===== config.mk =====
export PLATFORM = sky130hd
export DESIGN_NAME = frame_reg_sync_flat
export DESIGN_NICKNAME = d
export VERILOG_FILES = /design/src/rtl/frame_reg_sync_if.sv /design/src/rtl/frame_reg_sync.sv /design/src/flat_wrapper.sv
export SDC_FILE = /design/constraint.sdc
export NUM_CORES = 1
export LEC_CHECK = 0
export CAP_MARGIN = 5
export CORE_MARGIN = 3
export CORE_UTILIZATION = 50
export DETAILED_ROUTE_END_ITERATION = 6
export GPL_TIMING_DRIVEN = 0
export HOLD_SLACK_MARGIN = 0.06
export PLACE_DENSITY = 0.87
export SLEW_MARGIN = 20
export SYNTH_ARGS = -nofsm -noshare
export SYNTH_HDL_FRONTEND = slang
export SYNTH_SLANG_ARGS = --single-unit

===== constraint.sdc =====
create_clock -name clk_sensor_pix -period 2.4 [get_ports clk_sensor_pix]
set_input_delay 0.48 -clock clk_sensor_pix [delete_from_list [all_inputs] [get_ports clk_sensor_pix]]
set_output_delay 0.48 -clock clk_sensor_pix [all_outputs]
set_load 0.01 [all_outputs]

===== src/rtl/frame_reg_sync_if.sv =====
// Register-bus and frame-control bundle between the control-register
// decoder (master side) and frame_reg_sync (slave side).
interface frame_reg_sync_if #(
  parameter int REG_WD       = 32,
  parameter int SHORT_REG_WD = 16
);
  logic                    i_wr_en;
  logic [3:0]              iv_wr_addr;
  logic [REG_WD-1:0]       iv_wr_data;
  logic                    i_rd_en;
  logic [3:0]              iv_rd_addr;
  logic [REG_WD-1:0]       ov_rd_data;
  logic                    o_rd_valid;
  logic                    i_fval;
  logic [2:0]              ov_test_image_sel;
  logic [REG_WD-1:0]       ov_pixel_format;
  logic                    o_pulse_filter_en;
  logic [SHORT_REG_WD-1:0] ov_roi_pic_width;
  logic                    o_reg_update;
  logic                    o_wr_err;

  modport master (
    output i_wr_en, iv_wr_addr, iv_wr_data, i_rd_en, iv_rd_addr, i_fval,
    input  ov_rd_data, o_rd_valid, ov_test_image_sel, ov_pixel_format,
           o_pulse_filter_en, ov_roi_pic_width, o_reg_update, o_wr_err
  );

  modport slave (
    input  i_wr_en, iv_wr_addr, iv_wr_data, i_rd_en, iv_rd_addr, i_fval,
    output ov_rd_data, o_rd_valid, ov_test_image_sel, ov_pixel_format,
           o_pulse_filter_en, ov_roi_pic_width, o_reg_update, o_wr_err
  );
endinterface


===== src/rtl/frame_reg_sync.sv =====
// Frame-synchronised register bank: validated writes land in a shadow bank,
// which is copied to the active outputs at the falling edge of i_fval.
//
//  state   | meaning
//  --------+---------------------------------------------------------------
//  S_INIT  | no frame seen yet; accepted writes go straight to active too
//  S_FRAME | frame in progress; writes to shadow only, transfer on fall
//  S_BLANK | between frames; writes to shadow only, wait for next frame
module frame_reg_sync #(
  parameter int REG_WD       = 32,
  parameter int SHORT_REG_WD = 16
) (
  input  logic              clk_sensor_pix,
  input  logic              reset_sensor_pix,
  frame_reg_sync_if.slave   bus
);

  localparam logic [REG_WD-1:0] FMT_RST  = REG_WD'(32'h0108_0001);
  localparam logic [REG_WD-1:0] FMT_LEG1 = REG_WD'(32'h0110_0003);
  localparam logic [REG_WD-1:0] FMT_LEG2 = REG_WD'(32'h0108_0008);
  localparam logic [REG_WD-1:0] FMT_LEG3 = REG_WD'(32'h0110_000c);

  typedef enum logic [1:0] {
    S_INIT  = 2'd0,
    S_FRAME = 2'd1,
    S_BLANK = 2'd2
  } state_t;

  state_t state, state_nxt;

  logic                    fval_d;
  logic                    fall;
  logic                    dirty, dirty_nxt;
  logic                    wr_hit, wr_legal, wr_ok, wr_rej;
  logic                    wr_to_active;
  logic                    xfer;
  logic                    upd_nxt;

  logic [2:0]              sh_sel,   act_sel;
  logic [REG_WD-1:0]       sh_fmt,   act_fmt;
  logic                    sh_pulse, act_pulse;
  logic [SHORT_REG_WD-1:0] sh_roi,   act_roi;

  logic [REG_WD-1:0]       rd_mux;
  logic [REG_WD-1:0]       rd_data;
  logic                    rd_valid;
  logic                    reg_update;
  logic                    wr_err;

  assign fall = fval_d & ~bus.i_fval;

  // Address decode and per-field legality of the incoming write.
  always_comb begin
    wr_hit   = bus.i_wr_en && (bus.iv_wr_addr < 4'd4);
    wr_legal = 1'b0;
    case (bus.iv_wr_addr[1:0])
      2'd0: wr_legal = (bus.iv_wr_data[2:0] == 3'b000) || (bus.iv_wr_data[2:0] == 3'b001) ||
                       (bus.iv_wr_data[2:0] == 3'b110) || (bus.iv_wr_data[2:0] == 3'b010);
      2'd1: wr_legal = (bus.iv_wr_data == FMT_RST)  || (bus.iv_wr_data == FMT_LEG1) ||
                       (bus.iv_wr_data == FMT_LEG2) || (bus.iv_wr_data == FMT_LEG3);
      2'd2: wr_legal = 1'b1;
      2'd3: wr_legal = (bus.iv_wr_data[SHORT_REG_WD-1:0] != '0);
      default: wr_legal = 1'b0;
    endcase
    wr_ok  = wr_hit & wr_legal;
    wr_rej = wr_hit & ~wr_legal;
  end

  // State register.
  always_ff @(posedge clk_sensor_pix) begin
    if (reset_sensor_pix) state <= S_INIT;
    else                  state <= state_nxt;
  end

  // Next state plus transfer/dirty/update control.
  always_comb begin
    state_nxt    = state;
    dirty_nxt    = dirty;
    wr_to_active = 1'b0;
    xfer         = 1'b0;
    upd_nxt      = 1'b0;
    case (state)
      S_INIT: begin
        if (wr_ok) begin
          wr_to_active = 1'b1;
          upd_nxt      = 1'b1;
        end
        if (bus.i_fval) state_nxt = S_FRAME;
      end
      S_FRAME: begin
        if (fall) begin
          state_nxt = S_BLANK;
          if (dirty) begin
            xfer      = 1'b1;
            dirty_nxt = 1'b0;
            upd_nxt   = 1'b1;
          end
        end
        // A write in the fall cycle must survive the transfer clearing dirty.
        if (wr_ok) dirty_nxt = 1'b1;
      end
      S_BLANK: begin
        if (wr_ok) dirty_nxt = 1'b1;
        if (bus.i_fval) state_nxt = S_FRAME;
      end
      default: state_nxt = S_INIT;
    endcase
  end

  // Frame-valid delay and dirty flag.
  always_ff @(posedge clk_sensor_pix) begin
    if (reset_sensor_pix) begin
      fval_d <= 1'b0;
      dirty  <= 1'b0;
    end else begin
      fval_d <= bus.i_fval;
      dirty  <= dirty_nxt;
    end
  end

  // Shadow bank: takes every accepted write.
  always_ff @(posedge clk_sensor_pix) begin
    if (reset_sensor_pix) begin
      sh_sel   <= 3'b000;
      sh_fmt   <= FMT_RST;
      sh_pulse <= 1'b0;
      sh_roi   <= '0;
    end else if (wr_ok) begin
      case (bus.iv_wr_addr[1:0])
        2'd0: sh_sel   <= bus.iv_wr_data[2:0];
        2'd1: sh_fmt   <= bus.iv_wr_data;
        2'd2: sh_pulse <= bus.iv_wr_data[0];
        2'd3: sh_roi   <= bus.iv_wr_data[SHORT_REG_WD-1:0];
        default: ;
      endcase
    end
  end

  // Active bank: copy of the pre-write shadow at a dirty fall, or direct write before the first frame.
  always_ff @(posedge clk_sensor_pix) begin
    if (reset_sensor_pix) begin
      act_sel   <= 3'b000;
      act_fmt   <= FMT_RST;
      act_pulse <= 1'b0;
      act_roi   <= '0;
    end else if (xfer) begin
      act_sel   <= sh_sel;
      act_fmt   <= sh_fmt;
      act_pulse <= sh_pulse;
      act_roi   <= sh_roi;
    end else if (wr_to_active) begin
      case (bus.iv_wr_addr[1:0])
        2'd0: act_sel   <= bus.iv_wr_data[2:0];
        2'd1: act_fmt   <= bus.iv_wr_data;
        2'd2: act_pulse <= bus.iv_wr_data[0];
        2'd3: act_roi   <= bus.iv_wr_data[SHORT_REG_WD-1:0];
        default: ;
      endcase
    end
  end

  // Read decode: 0..3 shadow, 8..11 active, everything else zero.
  always_comb begin
    rd_mux = '0;
    case (bus.iv_rd_addr)
      4'd0:  rd_mux = {{(REG_WD-3){1'b0}}, sh_sel};
      4'd1:  rd_mux = sh_fmt;
      4'd2:  rd_mux = {{(REG_WD-1){1'b0}}, sh_pulse};
      4'd3:  rd_mux = {{(REG_WD-SHORT_REG_WD){1'b0}}, sh_roi};
      4'd8:  rd_mux = {{(REG_WD-3){1'b0}}, act_sel};
      4'd9:  rd_mux = act_fmt;
      4'd10: rd_mux = {{(REG_WD-1){1'b0}}, act_pulse};
      4'd11: rd_mux = {{(REG_WD-SHORT_REG_WD){1'b0}}, act_roi};
      default: rd_mux = '0;
    endcase
  end

  // Registered read data and one-cycle strobes.
  always_ff @(posedge clk_sensor_pix) begin
    if (reset_sensor_pix) begin
      rd_data    <= '0;
      rd_valid   <= 1'b0;
      reg_update <= 1'b0;
      wr_err     <= 1'b0;
    end else begin
      rd_valid   <= bus.i_rd_en;
      if (bus.i_rd_en) rd_data <= rd_mux;
      reg_update <= upd_nxt;
      wr_err     <= wr_rej;
    end
  end

  assign bus.ov_rd_data        = rd_data;
  assign bus.o_rd_valid        = rd_valid;
  assign bus.ov_test_image_sel = act_sel;
  assign bus.ov_pixel_format   = act_fmt;
  assign bus.o_pulse_filter_en = act_pulse;
  assign bus.ov_roi_pic_width  = act_roi;
  assign bus.o_reg_update      = reg_update;
  assign bus.o_wr_err          = wr_err;

endmodule

===== src/flat_wrapper.sv =====
// flat-port wrapper written by rule: the top's interface ports become plain ports
module frame_reg_sync_flat 
#(
  parameter int REG_WD       = 32,
  parameter int SHORT_REG_WD = 16
)
  (clk_sensor_pix, reset_sensor_pix, bus_i_wr_en, bus_iv_wr_addr, bus_iv_wr_data, bus_i_rd_en, bus_iv_rd_addr, bus_i_fval, bus_ov_rd_data, bus_o_rd_valid, bus_ov_test_image_sel, bus_ov_pixel_format, bus_o_pulse_filter_en, bus_ov_roi_pic_width, bus_o_reg_update, bus_o_wr_err);
  frame_reg_sync_if #(.REG_WD(REG_WD), .SHORT_REG_WD(SHORT_REG_WD)) bus_i ();
  input  logic clk_sensor_pix;
  input  logic reset_sensor_pix;
  input wire logic [$bits(bus_i.i_wr_en)-1:0] bus_i_wr_en;
  input wire logic [$bits(bus_i.iv_wr_addr)-1:0] bus_iv_wr_addr;
  input wire logic [$bits(bus_i.iv_wr_data)-1:0] bus_iv_wr_data;
  input wire logic [$bits(bus_i.i_rd_en)-1:0] bus_i_rd_en;
  input wire logic [$bits(bus_i.iv_rd_addr)-1:0] bus_iv_rd_addr;
  input wire logic [$bits(bus_i.i_fval)-1:0] bus_i_fval;
  output wire logic [$bits(bus_i.ov_rd_data)-1:0] bus_ov_rd_data;
  output wire logic [$bits(bus_i.o_rd_valid)-1:0] bus_o_rd_valid;
  output wire logic [$bits(bus_i.ov_test_image_sel)-1:0] bus_ov_test_image_sel;
  output wire logic [$bits(bus_i.ov_pixel_format)-1:0] bus_ov_pixel_format;
  output wire logic [$bits(bus_i.o_pulse_filter_en)-1:0] bus_o_pulse_filter_en;
  output wire logic [$bits(bus_i.ov_roi_pic_width)-1:0] bus_ov_roi_pic_width;
  output wire logic [$bits(bus_i.o_reg_update)-1:0] bus_o_reg_update;
  output wire logic [$bits(bus_i.o_wr_err)-1:0] bus_o_wr_err;
  assign bus_i.i_wr_en = bus_i_wr_en;
  assign bus_i.iv_wr_addr = bus_iv_wr_addr;
  assign bus_i.iv_wr_data = bus_iv_wr_data;
  assign bus_i.i_rd_en = bus_i_rd_en;
  assign bus_i.iv_rd_addr = bus_iv_rd_addr;
  assign bus_i.i_fval = bus_i_fval;
  assign bus_ov_rd_data = bus_i.ov_rd_data;
  assign bus_o_rd_valid = bus_i.o_rd_valid;
  assign bus_ov_test_image_sel = bus_i.ov_test_image_sel;
  assign bus_ov_pixel_format = bus_i.ov_pixel_format;
  assign bus_o_pulse_filter_en = bus_i.o_pulse_filter_en;
  assign bus_ov_roi_pic_width = bus_i.ov_roi_pic_width;
  assign bus_o_reg_update = bus_i.o_reg_update;
  assign bus_o_wr_err = bus_i.o_wr_err;
  frame_reg_sync #(.REG_WD(REG_WD), .SHORT_REG_WD(SHORT_REG_WD)) u_core (.clk_sensor_pix(clk_sensor_pix), .reset_sensor_pix(reset_sensor_pix), .bus(bus_i));
endmodule

==> metrics.yaml, run 1 <==
placed_design:
  placed_cell_area_sq_um: 7543
  dp_worst_setup_slack_ps: -649.9
  place_hpwl_mm: 14.10
  io_buffers: 123
  place_congestion: 0.9174
clock_tree:
  clock_path_buffers: 2
  h-tree-depth: 4
  clk_latency_ps: 430
  path_clk_slew_ps: 60
  root_buffer: "clkbuf_16"
  clock-sinks: 143
  cts_tree: "done"
  cts-buffers-inserted: 17
critical_path:
  arrival_ps: 2720
  cpPeakStageDelay_ps: 650
  reg2reg_slack_ps: 200
  cp_max_fo: 10
  critPathLaunchType: "primary input"
  ff2ff_path_depth: 8
  critPathSlowestCell: "clkdlybuf4s50_1"
  required_ps: 2730
  setup.worst_path.class: "primary input to flop"
  crit_chain: "clkdlybuf4s50_1, nand2_1, nor3b_2, clkbuf_2, a22oi_1, a311oi_1"
  worstSetupEndpointType: "flop"
cells_and_area:
  n_fill_cell: 846
  regArea_sq_um: 2863
  finalInstanceArea_sq_um: 8272
  drive_gt1_share_pct: 8.458
  final_cell_mix: "dfxtp_1 (143), clkdlybuf4s50_1 (121), nor2_1 (85), mux2i_1 (46), a22oi_1 (45)"
  layout_commonest_cell: "dfxtp_1"
  area_growth_pct: 34.86
  num_antenna_cells: 0
  multiInputGateArea_sq_um: 3033
  nNetsFinal: 839
drt:
  first_iter_violations: 799
  wl_per_cell_um: 21.48
  ant_nets: 0
  dr.pass1.iters: 7
  drt_wl_total_mm: 20.34
  vias: 6049
  viasPerCell: 6.388
  drc: 0
yosys:
  syn-mean-instance-area_sq_um: 9.480
  ys_types: 49
  yosys_warnings: 0
  synthesis.area_sq_um: 6133
  ys_seq_area_share_pct: 46.67
  synth_top_cell_area_share_pct: 46.67
  synthArstFlopShare_pct: 0
  synth_cells: 647
  synth_flop_cell: "dfxtp_1"
  yosys_register_bits: 143
  synth_nets: 695
  synth_area_leader_cell: "dfxtp_1"
  synth_edf_count: 0
  synth.area.top_cells: "dfxtp_1 (47%), mux2i_1 (7.5%), a22oi_1 (5.5%)"
sta:
  relSlewSlack_pct: 51.57
  clock_skew_ps: 6.314
  setup_violations: 0
  worst_slack_ps: 1.198
  finalHoldViolCount: 0
  period_share_pct: 99.95
  tightest_slew_ps: 726.5
  drv_slew: 0
  fmax_mhz: 416.9
  period_needed_ps: 2399
outcome:
  status: "finished, final reports clean"
die:
  die_h_um: 116.8
  coreArea_sq_um: 11710
  start_util_pct: 52.37
  fp-row-count: 39
  dieWidth_um: 116.8
  io_pins: 132
  die_area_sq_um: 13630
power_and_ir_drop:
  p_sw_share_pct: 23.66
  p_switching_mw: 1.360
  p_int_mw: 4.388
  p_leak_nw: 3.076
  sequentialPowerShare_pct: 42.5
  clkPwrFrac_pct: 50.1
  combinationalPowerShare_pct: 7.4
  p_per_area_nw_per_um2: 694.9
  peakVddDrop_v: 0.0004240
run:
  cap_violations: 0
global_routing:
  use_met1_pct: 37.07
  grt_max_degree: 17
  grt-ovfl-total: 0
  grt_pass1_vias: 5890
  grt_pass1_wl_mm: 31.21
  use_met3_pct: 7.461
  antenna_found_initial: 0
  top_usage_layer: "met2"
  met2_usage_pct: 50.06
  track_usage_pct: 29.98
hold_path:
  hold_class: "primary input to flop"
  hold_depth: 3
per-stage QoR:
step	total power, mW	hold slack (ps)	utilization [%]	TNS [ps]	cells
6_report	5.748	429.2	70.63	0	947
5_1_grt	5.866	450.9	70.63	-35.02	947
4_1_cts	5.730	420.1	70.33	0	946
3_5_place_dp	2.901	456.4	64.41	-44410	913
3_3_place_gp	2.885	441.9	64.41	-39620	913
2_1_floorplan	2.684	425.5	-	0	647
synthesized netlist by cell type (2+ instances only):
| cell | count |
|---|---|
| dfxtp_1 | 143 |
| nor2_1 | 85 |
| clkbuf_1 | 47 |
| mux2i_1 | 46 |
| a22oi_1 | 45 |
| a211oi_1 | 41 |
| nand2_1 | 35 |
| a21oi_1 | 29 |
| and2_1 | 28 |
| o211ai_1 | 26 |
| a311oi_1 | 17 |
| nand2b_1 | 14 |
| buf_2 | 9 |
| nor4_1 | 7 |
| nor2b_1 | 6 |
| nor3_1 | 6 |
| a221oi_1 | 4 |
| inv_1 | 4 |
| nor3b_1 | 4 |
| o21ai_0 | 4 |
| o21bai_1 | 4 |
| and3b_1 | 3 |
| ha_1 | 3 |
| nand3b_1 | 3 |
| nor4_4 | 3 |
| buf_6 | 2 |
| mux2_4 | 2 |
| nand3_1 | 2 |
| nand4_1 | 2 |
| nor4b_1 | 2 |
| o2111ai_1 | 2 |
| or3_1 | 2 |
worst paths after layout:
check | endpoint | startpoint
worst min-delay path | u_core.sh_sel[0]$_SDFFE_PP0P_ | bus_iv_wr_data[0]
worst max register to register | u_core.bus.ov_pixel_format[11]$_SDFFE_PP0P_ | u_core.state[1]$_SDFFE_PP0P_
worst max-delay path | u_core.bus.ov_rd_data[8]$_SDFFE_PP0P_ | bus_iv_rd_addr[1]
worst min register to register | u_core.bus.ov_pixel_format[16]$_SDFFE_PP0P_ | u_core.sh_fmt[16]$_SDFFE_PP0P_
kinds of logic after synthesis:
group	Yosys count	synth area share, %
adder cells (fa/ha/maj)	3	0.6121
flip-flops	143	46.67
AO/OA/AOI/OAI	182	22.46
AND/OR/NAND/NOR	207	17.54
buffers and inverters	63	4.345
multiplexers	49	8.364
power groups by stage:
| stage | Clock (mW) | Combinational (mW) | Sequential [mW] |
|---|---|---|---|
| 6_report | 2.88 | 0.428 | 2.44 |
| 5_1_grt | 2.97 | 0.455 | 2.44 |
| 4_1_cts | 2.87 | 0.417 | 2.44 |
| 3_5_place_dp | 0 | 0.409 | 2.49 |
| 3_3_place_gp | 0 | 0.395 | 2.49 |
| 2_1_floorplan | 0 | 0.183 | 2.50 |
area by class of cell:
| cell class | instances | share of cell area (%) |
|---|---|---|
| multi-input combinational | 441 | 36.67 |
| clock buffer | 18 | 5.309 |
| timing repair buffer | 126 | 15.37 |
| sequential | 143 | 34.61 |
| inverter | 4 | 0.1815 |
| buffer | 58 | 3.222 |
| tap | 143 | 2.163 |
| clock inverter | 14 | 2.481 |
state kept, by name, indices dropped and copies added, names as in the netlist:
register	flops
u_core.bus.ov_pixel_format	32
u_core.bus.ov_rd_data	32
u_core.sh_fmt	32
u_core.bus.ov_roi_pic_width	16
u_core.sh_roi	16
u_core.bus.ov_test_image_sel	3
u_core.sh_sel	3
u_core.state	2
u_core.bus.o_pulse_filter_en	1
u_core.bus.o_rd_valid	1
u_core.bus.o_reg_update	1
u_core.bus.o_wr_err	1
u_core.dirty	1
u_core.fval_d	1
u_core.sh_pulse	1
routing by layer:
layer | vias up | routed length (um)
li1 | 2670 | -
met5 | - | 0
met2 | 398 | 9857
met1 | 2904 | 7759
met3 | 77 | 2084
met4 | 0 | 638
critical path, delay by kind of cell:
kind	cells	cell delay, ps
buf+inv	2	1060
simple gates	2	710
compound gates	2	460
repair_timing:
action,4_1_cts,5_1_grt
setup endpoints to repair,44,65
hold endpoints to repair,0,0
buffers inserted,1,2
pin swaps,1,5
resized for setup,6,14
hold buffers,0,0
Power figures use the tool's default switching activity.
==> run 2, diff against run 1 <==
- ABC_AREA: unset -> 1
==> run 2 against run 1 <==
  * Synthesized cell count is 28% higher
  * Cell count is 20% higher
  * Count of clock-buffer cells in the layout is 4 higher
  * Area after synthesis is 0.24% lower
  * Combinational power is 19% higher
  * Utilization is 0.53 points lower
  * First-iteration DRC count is 10% lower
  * Routed wire length is 3.1% lower
  * Critical path type unchanged
  * Via count is 6.7% higher
  * Clock power is 5% lower
  * Critical endpoint is now u_core.bus.ov_rd_data[26]$_SDFFE_PP0P_
==> metrics.yaml, run 2 <==
outcome:
  status: "finished, final reports clean"
clock_tree:
  path_clk_slew_ps: 60  # about the same
  clock-sinks: 143  # unchanged
  root_buffer: "clkbuf_16"
  h-tree-depth: 4  # unchanged
  clock_path_buffers: 2  # unchanged
  hold_buffers: 0  # unchanged
  clk_latency_ps: 420  # about the same
  cts_tree: "done"
  cts.repair_timing.setup_buffer_count: 0  # -1
  cts-buffers-inserted: 17  # unchanged
critical_path:
  timing.rr.start: "u_core.state[1]$_SDFFE_PP0P_"
  cp_max_fo: 10  # unchanged
  reg2reg_slack_ps: 380  # +180 ps
  ff2ff_path_depth: 8  # unchanged
  worstSetupEndpointType: "flop"
  r2r-end: "u_core.bus.ov_pixel_format[18]$_SDFFE_PP0P_"
  setup.worst_path.class: "primary input to flop"
  critPathLaunchType: "primary input"
  crit_start: "bus_iv_rd_addr[3]"
  arrival_ps: 2660  # -60 ps
  required_ps: 2750  # +20 ps
yosys:
  synth_nets: 879  # +26%
  syn-mean-instance-area_sq_um: 7.363  # -22%
  netlist_top_cells_count: "nand2_1 (201), dfxtp_1 (143), a21oi_1 (111), inv_1 (82), o21ai_0 (79)"
  yosys_register_bits: 143  # unchanged
  synth_most_common_cell: "nand2_1"
  ys_seq_area_share_pct: 46.79  # +0.11 points
  synthesis.area_sq_um: 6118  # -0.24%
  synth_edf_count: 0  # unchanged
  synth_cells: 831  # +28%
  synthArstFlopShare_pct: 0  # unchanged
  synth.area.top_cells: "dfxtp_1 (47%), nand2_1 (12%), a21oi_1 (9.1%)"
  synth_flop_cell: "dfxtp_1"
  synth_top_cell_area_share_pct: 46.79  # +0.11 points
  synth_area_leader_cell: "dfxtp_1"
  ys_types: 35  # -29%
  yosys_warnings: 0  # unchanged
cells_and_area:
  layout_commonest_cell: "nand2_1"
  finalInstanceArea_sq_um: 8209  # -0.76%
  final_cell_mix: "nand2_1 (201), dfxtp_1 (143), clkdlybuf4s50_1 (129), a21oi_1 (111), inv_1 (82)"
  area_growth_pct: 34.17
  n_fill_cell: 934  # +10%
  drive_gt1_share_pct: 6.351  # -2.1 points
  nNetsFinal: 1027  # +22%
  final_cells: 1136  # +20%
drt:
  drc: 0  # unchanged
  ant_nets: 0  # unchanged
  first_iter_violations: 717  # -10%
  dr.pass1.iters: 7  # unchanged
  drt_wl_total_mm: 19.72  # -3.1%
  vias: 6456  # +6.7%
  viasPerCell: 5.683  # -11%
  wl_per_cell_um: 17.36  # -19%
hold_path:
  worstHoldStart: "bus_iv_wr_data[1]"
  min_to: "u_core.sh_sel[1]$_SDFFE_PP0P_"
  hold_class: "primary input to flop"
  hold_depth: 3  # unchanged
die:
  io_pins: 132  # unchanged
  die_h_um: 116.6  # -0.12%
  dieWidth_um: 116.6  # -0.12%
  coreArea_sq_um: 11710  # unchanged
  die_area_sq_um: 13600  # -0.23%
  start_util_pct: 52.24  # -0.13 points
  fp-row-count: 39  # unchanged
global_routing:
  grt-ovfl-total: 0  # unchanged
  grt_pass1_vias: 6093  # +3.4%
  grt_pass1_wl_mm: 30.82  # -1.2%
  track_usage_pct: 29.34  # -0.64 points
  grt_max_degree: 17  # unchanged
  antenna_found_initial: 1  # +1
power_and_ir_drop:
  p_per_area_nw_per_um2: 690.8  # -0.59%
  peakVddDrop_v: 0.0004513  # +6.4%
  p_leak_nw: 2.979  # -3.1%
placed_design:
  io_buffers: 129  # +4.9%
  place_hpwl_mm: 13.44  # -4.7%
  place_congestion: 0.9316  # +1.5%
  placed_cell_area_sq_um: 7589  # +0.60%
  dp_cells: 1103  # +21%
sta:
  finalSetupTns_ps: 0  # unchanged
  period_share_pct: 96.22  # -3.7 points
  finalHoldViolCount: 0  # unchanged
  tightest_slew_ps: 939.5  # +213.0 ps
  setup_violations: 0  # unchanged
  drv_slew: 0  # unchanged
  fmax_mhz: 433.0  # +3.9%
  grt_setup_unrepaired: "true"
  clock_skew_ps: 5.754  # -0.5601 ps
  relSlewSlack_pct: 36.70  # -15 points
  period_needed_ps: 2309  # -89.48 ps
run:
  cap_violations: 0  # unchanged
==> run 2: cell count changes in the layout (fill, tap and decap cells not counted), moves of 27 or more <==
cell | previous run | this run
a211oi_1 | 41 | 0
a21oi_1 | 29 | 111
a22oi_1 | 45 | 0
and2_1 | 28 | 1
inv_1 | 4 | 82
mux2i_1 | 46 | 0
nand2_1 | 35 | 201
nand3_1 | 2 | 37
nor2_1 | 85 | 35
o21ai_0 | 4 | 78
==> run 2: area by class of cell <==
cell class	instances	area [sq um]	area share, %
multi-input combinational	553	2674	32.57
inverter	84	315.3	3.841
buffer	51	276.5	3.368
timing repair buffer	129	1291	15.73
sequential	143	2863	34.87
clock buffer	22	474.2	5.777
tap	143	178.9	2.180
antenna	1	2.502	0.03048
clock inverter	10	133.9	1.631
==> run 2: per-stage QoR <==
stage          hold slack, ps  power, mW  setup slack (ps)  util (%)
3_3_place_gp            440.3      2.962            -196.4     64.80
2_1_floorplan           422.3      2.768             583.5         -
5_1_grt                 417.9      5.805             3.102     70.10
3_5_place_dp            446.9      2.971            -234.7     64.80
4_1_cts                 401.0      5.639             180.6     69.99
6_report                400.0      5.671             90.68     70.10
==> run 2: how the worst max path moves through the flow <==
stage               cells after the start                                      endpoint
floorplan                              13    u_core.bus.ov_pixel_format[0]$_SDFFE_PP1P_
global placement                       10        u_core.bus.ov_rd_data[24]$_SDFFE_PP0P_
detailed placement                     10        u_core.bus.ov_rd_data[24]$_SDFFE_PP0P_
CTS                                    14  u_core.bus.ov_roi_pic_width[11]$_SDFFE_PP0P_
global route                           14                 u_core.sh_roi[1]$_SDFFE_PP0P_
finish                                 10        u_core.bus.ov_rd_data[26]$_SDFFE_PP0P_
==> run 2: logic make-up after synthesis <==
logic type | count (synthesis) | share of synthesized area (%)
AO/OA/AOI/OAI | 233 | 20.37
XOR/XNOR | 1 | 0.1432
adder cells (fa/ha/maj) | 3 | 0.6136
buffers and inverters | 135 | 9.611
flip-flops | 143 | 46.79
AND/OR/NAND/NOR | 316 | 22.47
==> run 2: routing by layer <==
metal | global-route usage, % | routed length, um | vias up
li1 | - | - | 3035
met1 | 37.54 | 7760 | 2941
met2 | 49.39 | 9388 | 421
met3 | 5.492 | 1984 | 59
met4 | 11.01 | 583 | 0
met5 | 0 | 0 | -
==> run 2: timing repair <==
action / CTS / global route
gates resized for setup: 0 / 6
endpoints found under the hold margin: 0 / 0
endpoints found under the setup margin: 0 / 28
==> run 2: worst max-delay path: stages <==
cell	delay (ps)
clkdlybuf4s50_1	480
inv_1	40
nor2_1	340
nand2_1	110
inv_1	210
clkbuf_1	490
nand2_1	120
o21ai_0	110
nand2_1	110
a21oi_1	140
==> run 2: power breakdown <==
part	internal [mW]	leakage [nW]	switching, mW
sequential	2.41	1.15	0.0195
clock	1.71	0.296	1.02
combinational	0.192	1.53	0.317
total	4.31	2.98	1.36
==> run 3, diff against run 2 <==
- CELL_PAD_IN_SITES_DETAIL_PLACEMENT: unset -> 1
- CELL_PAD_IN_SITES_GLOBAL_PLACEMENT: unset -> 2
- CORE_UTILIZATION: 50 -> 35
- CTS_BUF_LIST: unset -> sky130_fd_sc_hd__clkbuf_16
- DONT_BUFFER_PORTS: unset -> 1
- PLACE_DENSITY: 0.87 -> 0.86
==> run 3 against run 2 <==
  * Power shrank 5.1%
  * Clock power down 7%
  * Register-to-register slack got worse by 120 ps
  * Clock skew is 1.3 ps higher
  * Sequential power about the same
  * Global-route usage is 6.9 points lower
  * Hold slack got worse by 190 ps
  * Final area shrank 15%
  * Largest cell class unchanged
  * Highest routed layer unchanged
==> metrics.yaml, run 3 (synthesis results as in run 2) <==
clock_tree:
  root_buffer: "clkbuf_16"
  clock-sinks: 143  # unchanged
  hold_buffers: 0  # unchanged
  path_clk_slew_ps: 60  # about the same
  h-tree-depth: 4  # unchanged
  cts_tree: "done"
  clock_path_buffers: 2  # unchanged
  cts_resized: 0  # unchanged
  cts-buffers-inserted: 17  # unchanged
  cts.repair_timing.setup_buffer_count: 0  # unchanged
  clk_latency_ps: 430  # about the same
die:
  io_pins: 132  # unchanged
  dieWidth_um: 138.2  # +19%
  start_util_pct: 36.38  # -16 points
  coreArea_sq_um: 16820  # +44%
  fp-row-count: 47  # +21%
  die_area_sq_um: 19100  # +40%
  die_h_um: 138.2  # +19%
placed_design:
  dp_cells: 1051  # -4.7%
  place_hpwl_mm: 16.42  # +22%
  dp_worst_setup_slack_ps: 167.0  # +401.7 ps
  placed_cell_area_sq_um: 6394  # -16%
  io_buffers: 0  # -100%
  place_congestion: 0.8449  # -9.3%
critical_path:
  r2r-end: "u_core.bus.ov_roi_pic_width[11]$_SDFFE_PP0P_"
  arrival_ps: 2490  # -170 ps
  required_ps: 2740  # about the same
  setup.worst_path.class: "flop to flop"
  timing.rr.start: "u_core.state[1]$_SDFFE_PP0P_"
  worstSetupEndpointType: "flop"
  cp-endpoint: "u_core.bus.ov_roi_pic_width[11]$_SDFFE_PP0P_"
  critPathLaunchType: "flop"
  cp_max_fo: 10  # unchanged
  crit_start: "u_core.state[1]$_SDFFE_PP0P_"
  ff2ff_path_depth: 7  # -1
  reg2reg_slack_ps: 260  # -120 ps
cells_and_area:
  drive_gt1_share_pct: 6.373  # +0.022 points
  area_growth_pct: 13.56
  final_cell_mix: "nand2_1 (201), dfxtp_1 (143), a21oi_1 (111), inv_1 (84), o21ai_0 (79)"
  num_antenna_cells: 0  # -1
  n_fill_cell: 2138  # +130%
  nNetsFinal: 898  # -13%
  finalInstanceArea_sq_um: 6948  # -15%
  final_cells: 1083  # -4.7%
  layout_commonest_cell: "nand2_1"
hold_path:
  worstHoldStart: "bus_i_fval"
  hold_class: "primary input to flop"
power_and_ir_drop:
  p_leak_nw: 2.487  # -17%
  peakVddDrop_v: 0.0005488  # +22%
  p_per_area_nw_per_um2: 774.8  # +12%
  power_mw: 5.383  # -5.1%
sta:
  drv_slew: 0  # unchanged
  worst_slack_ps: 255.9  # +165.2 ps
  setup_violations: 0  # unchanged
  finalHoldViolCount: 0  # unchanged
  period_needed_ps: 2144  # -165.2 ps
  relSlewSlack_pct: 36.82  # +0.12 points
  clock_skew_ps: 7.004  # +1.250 ps
  finalSetupTns_ps: 0  # unchanged
  tightest_slew_ps: 937.8  # -1.770 ps
  grt_setup_unrepaired: "false"
  period_share_pct: 89.34  # -6.9 points
  fmax_mhz: 466.4  # +7.7%
drt:
  first_iter_violations: 270  # -62%
  vias: 5738  # -11%
  drc: 0  # unchanged
  dr.pass1.iters: 5  # -2
  drt_wl_total_mm: 21.80  # +11%
  wl_per_cell_um: 20.13  # +16%
  ant_nets: 0  # unchanged
  viasPerCell: 5.298  # -6.8%
outcome:
  status: "finished, final reports clean"
global_routing:
  track_usage_pct: 22.46  # -6.9 points
  antenna_found_initial: 0  # -1
  grt_max_degree: 17  # unchanged
  grt_pass1_wl_mm: 33.89  # +9.9%
  grt-ovfl-total: 0  # unchanged
  grt_pass1_vias: 6055  # -0.62%
run:
  cap_violations: 0  # unchanged
[run 3: area by class of cell]
class,instances,area [sq um],area share (%)
sequential,143,2863,41.20
inverter,84,315.3,4.538
multi-input combinational,553,2668,38.39
clock inverter,15,128.9,1.855
clock buffer,17,425.4,6.123
tap,220,275.3,3.962
buffer,51,272.8,3.926
[run 3: critical path: stages, from the launching register on]
cell and delay (ps):
dfxtp_1 310, inv_1 90, ha_1 230, nand3_2 270, nand2_1 360, clkbuf_1 450
nand3_1 160, a21oi_1 190
[run 3: power breakdown]
group,leakage [nW],switching (mW),internal (mW)
Combinational,1.06,0.281,0.117
Sequential,1.15,0.0297,2.41
Clock,0.273,1.04,1.50
[run 3: per-stage QoR]
step                hold slack (ps)  utilization [%]
floorplan                     422.3                -
global placement              443.1            38.02
detailed placement            455.1            38.02
CTS                           200.8            41.31
global route                  240.6            41.31
finish                        207.0            41.31
[run 3: how the worst min path moves through the flow]
stage / end / slack (ps) / cells after the start
2_1_floorplan: u_core.sh_fmt[24]$_SDFFE_PP1P_ / 420 / 2
3_3_place_gp: u_core.sh_fmt[27]$_SDFFE_PP0P_ / 440 / 2
3_5_place_dp: u_core.sh_fmt[8]$_SDFFE_PP0P_ / 460 / 2
4_1_cts: u_core.fval_d$_SDFF_PP0_ / 200 / 2
5_1_grt: u_core.sh_roi[4]$_SDFFE_PP0P_ / 240 / 2
6_report: u_core.fval_d$_SDFF_PP0_ / 210 / 2
[run 3: metal layers]
metal,part of all wire (%),global-route usage (%),wire (um),up-vias
met5,0,0,0,-
met4,2.5,8.632,550,0
met3,7.6,7.769,1651,29
met2,49,37.85,10620,147
met1,41,26.37,8984,2794
li1,-,-,-,2768
==> patch 1 (settings of run 3) <==
Make the reset (`reset_sensor_pix`) asynchronous in 5 clocked blocks.
--- a/src/rtl/frame_reg_sync.sv
+++ b/src/rtl/frame_reg_sync.sv
@@ -69,3 +69,3 @@
   // State register.
-  always_ff @(posedge clk_sensor_pix) begin
+  always_ff @(posedge clk_sensor_pix or posedge reset_sensor_pix) begin
     if (reset_sensor_pix) state <= S_INIT;
@@ -110,3 +110,3 @@
   // Frame-valid delay and dirty flag.
-  always_ff @(posedge clk_sensor_pix) begin
+  always_ff @(posedge clk_sensor_pix or posedge reset_sensor_pix) begin
     if (reset_sensor_pix) begin
@@ -121,3 +121,3 @@
   // Shadow bank: takes every accepted write.
-  always_ff @(posedge clk_sensor_pix) begin
+  always_ff @(posedge clk_sensor_pix or posedge reset_sensor_pix) begin
     if (reset_sensor_pix) begin
@@ -139,3 +139,3 @@
   // Active bank: copy of the pre-write shadow at a dirty fall, or direct write before the first frame.
-  always_ff @(posedge clk_sensor_pix) begin
+  always_ff @(posedge clk_sensor_pix or posedge reset_sensor_pix) begin
     if (reset_sensor_pix) begin
@@ -178,3 +178,3 @@
   // Registered read data and one-cycle strobes.
-  always_ff @(posedge clk_sensor_pix) begin
+  always_ff @(posedge clk_sensor_pix or posedge reset_sensor_pix) begin
     if (reset_sensor_pix) begin
Function: differs if reset_sensor_pix is asserted again (counterexample within 4 cycles, from zero or initial values and one cycle with reset_sensor_pix high); with reset_sensor_pix held inactive, the same outputs for 4 cycles.
==> patch 1 against run 3 <==
Worst setup slack improved by 0.057 ns. First-iteration DRC count increased by 3.3%. Sequential cell count unchanged. Critical path depth increased by 2. Maximum frequency increased by 2.7%. Synthesized area increased by 8.0%. Clock skew increased by 0.0041 ns. Total power increased by 25%. Utilization increased by 0.22 points. Routed wire length decreased by 7.8%. Final area increased by 9.2%. Critical path type unchanged. Highest routed layer unchanged.
==> patch 1: results (changes against run 3) <==
Placement
  – Cell Area, Placed: 7010 sq um (was 6390 sq um)

Finish
  – Layout fillers: 2,194 (was 2,138)
  – Multi-input logic area: 2560 sq um (was 2670 sq um)
  – Nets: 856 (was 898)
  – Share of post-route cells with drive strength above 1: 11.7% (was 6.37%)

Synthesis
  – Synth area leaders: dfrtp_1 52%, nand2_1 18%, mux2_2 4.9% (was dfxtp_1 47%, nand2_1 12%, a21oi_1 9.1%)
  – Post-Synth Adder-Cell Area: 0.947% (was 0.613%)
  – Post-synth top cells: 311 x nand2_1, 137 x dfrtp_1, 71 x inv_1 (was 201 x nand2_1, 143 x dfxtp_1, 111 x a21oi_1)
  – Mapped Cells: 781 (was 831)
  – Post-synth cell types: 31 (was 35)
  – Syn_nets: 831 (was 879)
  – Sequential share of the synthesized area: 54.3% (was 46.8%)
  – Post-synth ARST share: 100% (was 0%)

Power
  – Comb power: 0.785 mW (was 0.398 mW)
  – Net Sw Frac: 30.1% (was 25.2%)
  – Leakage: 4.04 nW (was 2.49 nW)
  – Pint: 4.69 mW (was 4.03 mW)

Min path
  – WHS Path Cells: 0 (was 2)

Global route
  – Largest net degree at the start of global routing: 31 (was 17)
  – GRT Util Overall: 20.1% (was 22.5%)
  – Met2 usage: 33.4% (was 37.8%)
  – Met1 Use GR: 24.9% (was 26.4%)
  – Grt met3 use: 6.89% (was 7.77%)

Worst setup path
  – Reg2Reg Depth: 9 (was 7)
  – Crit path launch: u_core.state[1]$_DFFE_PP0P_ (was u_core.state[1]$_SDFFE_PP0P_)
  – Crit-path max cell delay: 0.37 ns (was 0.45 ns)
  – Slowest-stage cell, CP: dfrtp_1 (was clkbuf_1)
  – Crit path to: u_core.bus.ov_roi_pic_width[3]$_DFFE_PP0P_ (was u_core.bus.ov_roi_pic_width[11]$_SDFFE_PP0P_)
  – Critical path arrival: 2.45 ns (was 2.49 ns)

Route
  – Met3 Wirelength: 1290 microns (was 1650 microns)
  – Met2 WL: 9700 microns (was 10,600 microns)
  – Wire per inst: 19.2 microns (was 20.1 microns)
  – First DRT Iteration DRCs: 279 (was 270)

Status
  – Status: finished, final reports clean (unchanged)

STA
  – Min Hold Slack: 0.0764 ns (was 0.207 ns)
  – Worst-Margin Slew: 0.695 ns (was 0.938 ns)
[patch 1: cell types whose count changed in the layout (fill, tap and decap cells not counted), moves of 6 or more]
cell	before	now
dfxtp_1	143	0
mux2_2	0	29
dfstp_2	0	6
nand2_1	201	311
nor3_1	25	3
a21oi_1	111	4
clkbuf_1	30	14
o22ai_1	16	1
o21ai_0	79	49
dfrtp_1	0	137
inv_1	84	75
nand4_1	3	17
[patch 1: area by class of cell]
class                   count  area share [%]
plain buffers              34            2.41
clock buffers              17            5.61
clock inverters            14            1.80
inverters                  76            3.81
multi-input cells         528            33.7
flip-flops and latches    143            47.3
well taps                 229            3.78
repair buffers              6            1.65
[patch 1: kinds of logic after synthesis]
family / after synthesis
compound gates: 82
flops: 143
fa+ha+maj: 5
simple gates: 412
mux: 29
buf+inv: 110
[patch 1: what timing repair did]
item | in CTS | in global routing
hold endpoints to repair | 25 | 0
resized for setup | 0 | 3
hold buffers | 1 | 0
endpoints found under the setup margin | 0 | 29
==> patch 2 (settings of run 3) <==
Without the edit above. `SHORT_REG_WD` is set to 16 in 3 places; all go to 12.
--- a/src/rtl/frame_reg_sync_if.sv
+++ b/src/rtl/frame_reg_sync_if.sv
@@ -4,3 +4,3 @@
   parameter int REG_WD       = 32,
-  parameter int SHORT_REG_WD = 16
+  parameter int SHORT_REG_WD = 12
 );
--- a/src/rtl/frame_reg_sync.sv
+++ b/src/rtl/frame_reg_sync.sv
@@ -10,3 +10,3 @@
   parameter int REG_WD       = 32,
-  parameter int SHORT_REG_WD = 16
+  parameter int SHORT_REG_WD = 12
 ) (
--- a/src/flat_wrapper.sv
+++ b/src/flat_wrapper.sv
@@ -4,3 +4,3 @@
   parameter int REG_WD       = 32,
-  parameter int SHORT_REG_WD = 16
+  parameter int SHORT_REG_WD = 12
 )
Interface: changed (resized bus_ov_roi_pic_width); port bits go from 132 to 128. No check against the original RTL was run, so the function may have changed too.
==> patch 2 against run 3 <==
Clock skew is 0.0019 ns lower. Routed wire length decreased by 12%. Utilization fell by 0.24 points. Final area is 5.8% lower. Synthesized cell count shrank 4.7%. Worst setup slack got worse by 0.053 ns. Sequential cell count is 8 lower. Total power is 5.9% lower. Synthesized area is 6.2% lower.
==> patch 2: results (changes against run 3) <==
Status
  – Status: finished, final reports clean (unchanged)

Placement
  – Placed Cells: 1,008 (was 1,051)
  – RD Place Congestion: 0.857 (was 0.845)

Worst setup path
  – Slowest-stage cell, CP: o21ai_0 (was clkbuf_1)
  – Crit path to: u_core.bus.ov_pixel_format[12]$_SDFFE_PP0P_ (was u_core.bus.ov_roi_pic_width[11]$_SDFFE_PP0P_)
  – Reg2Reg Depth: 8 (was 7)

Finish
  – Layout fillers: 2,058 (was 2,138)
  – Multi-input logic area: 2470 sq um (was 2670 sq um)
  – Non-clock buffer share: 3.63% (was 3.93%)
  – Bufs w/o clock: 48 (was 51)
  – Comb_multi_in: 523 (was 553)
  – Invs w/o clock: 86 (was 84)
  – Nets: 859 (was 898)
  – Clk tree area frac: 8.24% (was 7.98%)
  – Sequential fraction of total cell area: 41.3% (was 41.2%)
  – Share of post-route cells with drive strength above 1: 6.32% (was 6.37%)

Global route
  – Met2 usage: 37.0% (was 37.8%)
  – GRT Util Overall: 21.9% (was 22.5%)
  – Vias in the first global route: 5,685 (was 6,055)
  – Met1 Use GR: 26.2% (was 26.4%)
  – First-pass GRT wire length: 30,800 microns (was 33,900 microns)

Synthesis
  – Post-Synth Adder-Cell Area: 0.654% (was 0.613%)
  – Mux contribution to synthesized area: 0% (unchanged)
  – Post-synth cell types: 31 (was 35)
  – Xor-xnor portion of the synthesized cell area: 0.153% (was 0.143%)
  – Mean Syn Cell Area: 7.24 sq um (was 7.36 sq um)
  – Syn_nets: 840 (was 879)
  – Synth Area in Compound Gates: 19.4% (was 20.4%)
  – Synth area leaders: dfxtp_1 47%, nand2_1 13%, a21oi_1 9.0% (was dfxtp_1 47%, nand2_1 12%, a21oi_1 9.1%)
  – Sequential share of the synthesized area: 47.1% (was 46.8%)
  – Post-synthesis register bit count: 135 (was 143)

Route
  – Wire per inst: 18.5 microns (was 20.1 microns)
  – DRT Wirelength: 19,200 microns (was 21,800 microns)
  – First DRT Iteration DRCs: 257 (was 270)
  – DR vias: 5,356 (was 5,738)

Power
  – P_clk: 2.40 mW (was 2.55 mW)
  – Net Sw Frac: 25.3% (was 25.2%)
  – Combinational share of power: 7.2% (was 7.4%)
  – Worst IR Drop VDD: 0.546 mV (was 0.549 mV)

STA
  – Worst-Margin Slew: 0.859 ns (was 0.938 ns)
  – Worst Skew: 0.00511 ns (was 0.00700 ns)
## patch 2: cell types whose count changed in the layout (fill, tap and decap cells not counted), sizes merged, moves of 2 or more
cell / change
a21oi: -8
clkbuf: +3
o22ai: -4
o21ai: -12
nand2: +2
dfxtp: -8
a22o: -3
nand3: -5
buf: -6
nor3: +2
## patch 2: per-layer routing
metal / up-vias / part of all wire [%]
li1: 2618 / -
met1: 2570 / 43
met2: 142 / 48
met3: 26 / 7.5
met4: 0 / 1.9
met5: - / 0
## patch 2: per-stage QoR
step / setup slack [ns] / hold WS [ns] / power (mW) / instance area (sq um)
2_1_floorplan: 0.591 / 0.422 / 2.61 / 5740
3_3_place_gp: 0.212 / 0.441 / 2.69 / 6010
3_5_place_dp: 0.152 / 0.457 / 2.71 / 6010
4_1_cts: 0.193 / 0.198 / 5.10 / 6550
5_1_grt: 0.0145 / 0.211 / 5.25 / 6550
6_report: 0.203 / 0.212 / 5.06 / 6550
